===== src/rtl/ldst_unit.sv =====
// ldst_unit: memory stage between the execute stage and the data-memory port.
// Accepts one load/store at a time, drives a word-aligned bus access with byte
// enables and lane-replicated store data, waits out waitrequest, then returns
// a single (sign/zero-extended) writeback response or a one-cycle fault pulse.
module ldst_unit #(
    parameter int AW = 32,
    parameter int DW = 32
) (
    input  logic          clk,
    input  logic          reset,
    // request from execute stage
    input  logic          i_req_valid,
    output logic          o_req_ready,
    input  logic          i_req_is_store,
    input  logic [2:0]    i_req_funct3,
    input  logic [AW-1:0] i_req_addr,
    input  logic [DW-1:0] i_req_wrdata,
    input  logic [4:0]    i_req_rd,
    // writeback response
    output logic          o_resp_valid,
    output logic          o_resp_wb,
    output logic [4:0]    o_resp_rd,
    output logic [DW-1:0] o_resp_data,
    output logic          o_fault,
    // data-memory bus
    output logic [AW-1:0] o_ldst_addr,
    output logic          o_ldst_rd,
    output logic          o_ldst_wr,
    output logic [DW-1:0] o_ldst_wrdata,
    output logic [3:0]    o_ldst_byte_en,
    input  logic [DW-1:0] i_ldst_rddata,
    input  logic          i_ldst_waitrequest
);

    typedef enum logic [2:0] {
        S_IDLE,
        S_ACCESS,
        S_RDATA,
        S_RESP,
        S_FAULT
    } state_t;

    state_t state_q, state_d;

    // latched request (only meaningful while a request is in flight)
    logic          is_store_q;
    logic [2:0]    funct3_q;
    logic [AW-1:0] addr_q;
    logic [DW-1:0] wrdata_q;
    logic [3:0]    be_q;
    logic [4:0]    rd_q;

    // response registers, held between responses
    logic [DW-1:0] resp_data_q;
    logic [4:0]    resp_rd_q;

    logic accept;
    logic access_done;

    // funct3 encodings legal for the request type
    function automatic logic req_legal(input logic is_store, input logic [2:0] f3);
        logic ok;
        if (is_store) begin
            ok = (f3 == 3'b000) || (f3 == 3'b001) || (f3 == 3'b010);
        end else begin
            ok = (f3 == 3'b000) || (f3 == 3'b001) || (f3 == 3'b010) ||
                 (f3 == 3'b100) || (f3 == 3'b101);
        end
        return ok;
    endfunction

    // natural alignment: halves on even bytes, words on 4-byte boundaries
    function automatic logic req_aligned(input logic [2:0] f3, input logic [1:0] a);
        logic ok;
        case (f3[1:0])
            2'b01:   ok = (a[0] == 1'b0);
            2'b10:   ok = (a == 2'b00);
            default: ok = 1'b1;
        endcase
        return ok;
    endfunction

    // active byte lanes for the access size and byte offset
    function automatic logic [3:0] byte_enable(input logic [2:0] f3, input logic [1:0] a);
        logic [3:0] be;
        case (f3[1:0])
            2'b00:   be = 4'b0001 << a;
            2'b01:   be = 4'b0011 << a;
            default: be = 4'b1111;
        endcase
        return be;
    endfunction

    // replicate store data across lanes so the enabled lanes carry it
    function automatic logic [DW-1:0] store_data(input logic [2:0] f3, input logic [DW-1:0] d);
        logic [DW-1:0] r;
        case (f3[1:0])
            2'b00:   r = {4{d[7:0]}};
            2'b01:   r = {2{d[15:0]}};
            default: r = d;
        endcase
        return r;
    endfunction

    // pick the addressed lane out of the bus word and extend it
    function automatic logic [DW-1:0] load_extend(input logic [2:0] f3, input logic [1:0] a,
                                                  input logic [DW-1:0] rdata);
        logic [DW-1:0] lane;
        logic [DW-1:0] r;
        lane = rdata >> {a, 3'b000};
        case (f3)
            3'b000:  r = {{(DW-8){lane[7]}}, lane[7:0]};
            3'b001:  r = {{(DW-16){lane[15]}}, lane[15:0]};
            3'b100:  r = {{(DW-8){1'b0}}, lane[7:0]};
            3'b101:  r = {{(DW-16){1'b0}}, lane[15:0]};
            default: r = rdata;
        endcase
        return r;
    endfunction

    assign accept      = i_req_valid && (state_q == S_IDLE);
    assign access_done = (state_q == S_ACCESS) && !i_ldst_waitrequest;

    // state register
    always_ff @(posedge clk) begin
        if (reset) begin
            state_q <= S_IDLE;
        end else begin
            state_q <= state_d;
        end
    end

    // next-state logic
    always_comb begin
        state_d = state_q;
        case (state_q)
            S_IDLE: begin
                if (i_req_valid) begin
                    if (req_legal(i_req_is_store, i_req_funct3) &&
                        req_aligned(i_req_funct3, i_req_addr[1:0])) begin
                        state_d = S_ACCESS;
                    end else begin
                        state_d = S_FAULT;
                    end
                end
            end
            S_ACCESS: begin
                if (!i_ldst_waitrequest) begin
                    state_d = is_store_q ? S_RESP : S_RDATA;
                end
            end
            S_RDATA: state_d = S_RESP;
            S_RESP:  state_d = S_IDLE;
            S_FAULT: state_d = S_IDLE;
            default: state_d = S_IDLE;
        endcase
    end

    // latch the request on acceptance; bus fields stay frozen through any stall
    always_ff @(posedge clk) begin
        if (accept) begin
            is_store_q <= i_req_is_store;
            funct3_q   <= i_req_funct3;
            addr_q     <= i_req_addr;
            wrdata_q   <= store_data(i_req_funct3, i_req_wrdata);
            be_q       <= byte_enable(i_req_funct3, i_req_addr[1:0]);
            rd_q       <= i_req_rd;
        end
    end

    // response registers change only on entry to RESP; stores report rd=0/data=0
    always_ff @(posedge clk) begin
        if (reset) begin
            resp_data_q <= '0;
            resp_rd_q   <= '0;
        end else if (state_q == S_RDATA) begin
            resp_data_q <= load_extend(funct3_q, addr_q[1:0], i_ldst_rddata);
            resp_rd_q   <= rd_q;
        end else if (access_done && is_store_q) begin
            resp_data_q <= '0;
            resp_rd_q   <= '0;
        end
    end

    // outputs decoded from state; bus fields are zero outside ACCESS
    always_comb begin
        o_req_ready    = 1'b0;
        o_resp_valid   = 1'b0;
        o_resp_wb      = 1'b0;
        o_fault        = 1'b0;
        o_ldst_rd      = 1'b0;
        o_ldst_wr      = 1'b0;
        o_ldst_addr    = '0;
        o_ldst_wrdata  = '0;
        o_ldst_byte_en = 4'b0000;
        case (state_q)
            S_IDLE: o_req_ready = 1'b1;
            S_ACCESS: begin
                o_ldst_rd      = !is_store_q;
                o_ldst_wr      = is_store_q;
                o_ldst_addr    = {addr_q[AW-1:2], 2'b00};
                o_ldst_byte_en = be_q;
                o_ldst_wrdata  = is_store_q ? wrdata_q : '0;
            end
            S_RESP: begin
                o_resp_valid = 1'b1;
                o_resp_wb    = !is_store_q && (rd_q != 5'd0);
            end
            S_FAULT: o_fault = 1'b1;
            default: ;
        endcase
    end

    assign o_resp_data = resp_data_q;
    assign o_resp_rd   = resp_rd_q;

endmodule


===== config.mk =====
export PLATFORM = sky130hd
export DESIGN_NAME = ldst_unit
export DESIGN_NICKNAME = d
export VERILOG_FILES = /design/src/rtl/ldst_unit.sv
export SDC_FILE = /design/constraint.sdc
export NUM_CORES = 1
export LEC_CHECK = 0
export CORE_MARGIN = 8
export CORE_UTILIZATION = 47
export DETAILED_ROUTE_END_ITERATION = 16
export PLACE_DENSITY = 0.86
export RECOVER_POWER = 50
export SLEW_MARGIN = 20
export SYNTH_ARGS = -nofsm -noshare
export SYNTH_HDL_FRONTEND = slang
export SYNTH_SLANG_ARGS = --single-unit

===== constraint.sdc =====
create_clock -name clk -period 4.8 [get_ports clk]
set_input_delay 0.48 -clock clk [delete_from_list [all_inputs] [get_ports clk]]
set_output_delay 0.48 -clock clk [all_outputs]
set_load 0.01 [all_outputs]

# == Word level (Yosys, flattened, before mapping) ==
# Cells that the tools add are included.
# op_classes
n_eq_ne,15
n_reduce_logical,19
shift,3
bitwise_logic,1
n_mux,28
# ops
op,count
$mux 32,5
$pmux 32 s4,1
$pmux 32 s2,1
$shr 32x5->16,1
$eq 3x3->1 const B,5
$mux 1,12
$mux 5,2
$eq 3x1->1 const B,3
$eq 3x2->1 const B,3
$logic_not 3->1,3
$mux 3,3
$pmux 3 s3,1
$pmux 4 s2,1
$logic_and 1x1->1,5
$reduce_bool 5->1,1
$logic_not 2->1,2
$logic_or 1x1->1,4
$mux 4,1
$ne 2x2->1 const B,2
$shl 1x2->4 const A,1
$shl 2x2->4 const A,1
$eq 2x1->1 const B,1
$eq 2x2->1 const B,1
$logic_not 1->1,2
4 further kinds,4
# word_totals
input_bits,109
ff_bits,117

# == Logic depth before layout (Yosys ltp) ==
# depth
ltp_word,12
depth_mapped,7

# == Least setup slack after synthesis ==
# OpenSTA, ideal clock, no wires.
# synth_timing
kind,reg-to-reg
from,register state_q[0]
to,"register addr_q[0], enable pin"
path_slack_ns,1.668
synth_period_minus_slack_ns,3.132
path_stages_with_launch,4
arrival_ns,2.689
n_path_buf,1
cell_sequence,dfxtp_1 -> buf_4 -> nor3_1 -> and2_1
# synth_between
elab_chain_cells,2
# synth_rtl
element,line_no,rtl
from (decl),43,"state_t state_q, state_d;"
from (signal assigned),129,state_q <= state_d;
$logic_not 3->1,121,assign accept = i_req_valid && (state_q == S_IDLE);
$logic_and 1x1->1,121,
via accept,57,logic accept;
to (signal assigned),164,addr_q <= i_req_addr;
to (decl),48,logic [AW-1:0] addr_q;
# The timed path passes the listed nets, and every way through them passes these cells.
# A chain may end at the register's enable or synchronous reset.

# == Worst setup path in the final report ==
# layout_timing
from,register state_q[2]
to,"register addr_q[1], enable pin"
# The elaborated chain is that of the path after synthesis.

==> impl_metrics.tcl <==
set metrics [dict create \
    status "finished, violations left" \
    failed_checks "capacitance limit, slew limit" \
    setup_viol_count_final 0 \
    multi_input_comb_area_mm2 0.00198 \
    criticalPathCategory "register to register" \
    design.core.area_mm2 0.0112 \
    numPortBuffers 217 \
    final-max-slew-violation-count 78 \
    worst_setup_path_end_kind "register" \
    clk_pin_slew_ns 0.06 \
    ys.warnings.count 0 \
    synth_top_area_frac 0.435 \
    footprint_of_the_flip_flops_and_latches_mm2 0.00311 \
    min_period_over_period 0.746 \
    post-place-cells 794 \
    hold_class "register to register" \
    globalRouteOverflowTotal 0 \
    layout-drive-gt1-share 0.0776 \
    timing.critical_path.fanout_max 77 \
    grt_setup_unrepaired "false" \
    die-area_mm2 0.0150 \
    area_overhead_of_the_layout_relative_to_synthesis_pct 53.2 \
    r2r_slack_ns 1.22 \
    finalNonFillerCells 828 \
    drc_errors 0 \
    post_synthesis_cells 471 \
    cts_max_path_buffers 2 \
    cts_tree "done" \
    global_placer_s_final_weighted_congestion 0.870 \
    power_density_cells_mw_per_mm2 361 \
    max_freq_mhz 279 \
    grt_max_degree 78 \
    number_of_global_route_vias_before_repair 4824 \
    count_of_cells_along_the_worst_hold_path 2 \
    die_height_um 122 \
    timing.rr.start "state_q[2]" \
    synth_common_cells "sky130_fd_sc_hd__edfxtp_1, sky130_fd_sc_hd__nand2_1, sky130_fd_sc_hd__dfxtp_1" \
    startpoint_type "register" \
    ys_ff_latch 117 \
    synth_async_sr_flop_share 0 \
    detailedRoute.firstPassIterationCount 5 \
    root_buffer "sky130_fd_sc_hd__clkbuf_16" \
    grt_util_all_layers 0.225 \
    synth_most_common_cell "sky130_fd_sc_hd__edfxtp_1" \
    cts.repair.resized 0 \
    critical_path_arrival_ns 3.52 \
    avgSynthCellArea_um2 11.3 \
    period_minus_slack_ns 3.58 \
    initial_core_util 0.474 \
    critical-path-slowest-cell "sky130_fd_sc_hd__and2_1" \
    worst_clock_skew_ns 0.0100 \
    power.static_leakage_nw 3.16 \
    routed_wire_length_per_instance_um 20.6 \
    yosys.area.top_type "sky130_fd_sc_hd__edfxtp_1" \
    yosys.cell_types.count 48 \
    antenna_violation_net_count_after_detailed_routing 0 \
    route.final.wire_length_um 17100 \
    power.ir.vdd_worst_uv 264 \
    dp_hpwl_um 12500 \
    fin_tns_setup_ns 0 \
    die_w_um 122 \
    critical_path.cell_chain "nor3_1, and2_1" \
    max_slew_headroom -1.17 \
    nets 782 \
    grt_first_pass_wirelength_um 25800 \
    detail_route.iter0.violations 536 \
    cts.sink_count 117 \
    fin_hold_ws_ns 0.444 \
    cts_buffers 17 \
    cap_violations 1 \
    ctsHoldBuffers 0 \
    clkLatencyLatePin_ns 0.41 \
    yosysSeqAreaShare 0.585 \
    number_of_vias_after_detailed_routing 4660 \
    post-cts-setup-buffer-count 0 \
    htree_num_levels 4 \
    report.final.hold_viol_count 0 \
    setup.worst_path.start "state_q[2]" \
    post_synth_instance_area_mm2 0.00532 \
    holdCritStartpoint "o_resp_data[6]" \
    avgViaCountPerCell 5.63 \
    io_pins 220 \
    post_synth_top_flop "sky130_fd_sc_hd__edfxtp_1" \
    nFillCells 784 \
    timing.reg2reg.worst_path_depth 2 \
    worstMarginPinSlew_ns 3.25 \
    required_ns 4.74 \
    synth.top_cells.by_area "sky130_fd_sc_hd__edfxtp_1, sky130_fd_sc_hd__dfxtp_1, sky130_fd_sc_hd__a22oi_1, sky130_fd_sc_hd__and2_1, sky130_fd_sc_hd__and3_1" \
    max_stage_delay_ns 2.37 \
    placement_rows 39 \
    power_w 0.00294 \
    synth-edff-count 77 \
    antenna_found_initial 2 \
]
[metal layers]
metal  up-vias  global-route usage  routed length (um)
met5         -                   0                   0
met4         0               0.125                 567
met3        42               0.112                2270
met2       284               0.362                8110
met1      2202               0.238                6150
li1       2132                   -                   -
[placed cells by master, fill, tap and decap left out, types with 9 or more instances in the layout]
master                            instances
sky130_fd_sc_hd__nor2_1                  17
sky130_fd_sc_hd__and3_1                  32
sky130_fd_sc_hd__a21oi_1                 15
sky130_fd_sc_hd__nand2_1                 51
sky130_fd_sc_hd__clkbuf_16               17
sky130_fd_sc_hd__o22ai_2                 10
sky130_fd_sc_hd__a22oi_1                 32
sky130_fd_sc_hd__dlygate4sd3_1           87
sky130_fd_sc_hd__edfxtp_1                77
sky130_fd_sc_hd__and2_1                  37
sky130_fd_sc_hd__o21ai_0                 30
sky130_fd_sc_hd__o22ai_1                  9
sky130_fd_sc_hd__dfxtp_1                 40
sky130_fd_sc_hd__clkdlybuf4s50_1        130
[metrics by stage]
stage,instance area [um^2],utilization,setup slack [ns]
floorplan,5320,-,1.67
global placement,7500,0.668,2.08
detailed placement,7500,0.668,1.96
CTS,8150,0.726,1.81
global route,8150,0.726,0.875
finish,8150,0.726,1.22
[kinds of logic after synthesis]
kind of cell,count (synthesis),share of synthesized area
simple gates,163,0.167
compound gates,126,0.166
flops,117,0.585
buf+inv,48,0.0444
mux,13,0.0299
fa+ha+maj,3,0.00706
other cells,1,0.000705
[worst max-delay path, delay by kind of cell (launching register included)]
family           cells  cell delay [ns]
AND/OR/NAND/NOR      2             2.63
flip-flops           1             0.41
[report_power, final]
group          internal [W]  total (W)  switching [W]  leakage, nW
Clock              0.000924    0.00138       0.000459        0.304
Combinational      0.000172   0.000351       0.000179         1.79
Sequential          0.00117    0.00121      0.0000418         1.06
Total               0.00226    0.00294       0.000680         3.16
[cell type report]
class,instances,area share
Sequential cell,117,0.382
Antenna cell,2,0.000614
Clock buffer,17,0.0522
Multi-Input combinational cell,307,0.243
Clock inverter,15,0.0279
Inverter,7,0.00322
Timing Repair Buffer,220,0.269
Tap cell,143,0.0219
[worst paths after layout]
kind / end
worst max-delay path: addr_q[1]
worst min-delay path: o_resp_data[6]
worst max register to register: addr_q[1]
worst min register to register: o_resp_data[6]
[registers in the layout, summed over array words and instances (netlist names)]
| register | count |
|---|---|
| wrdata_q | 32 |
| o_resp_rd | 5 |
| o_resp_data | 32 |
| funct3_q | 3 |
| rd_q | 5 |
| state_q | 3 |
| addr_q | 32 |
| be_q | 4 |
| is_store_q | 1 |
(Power assumes the default switching activity.)
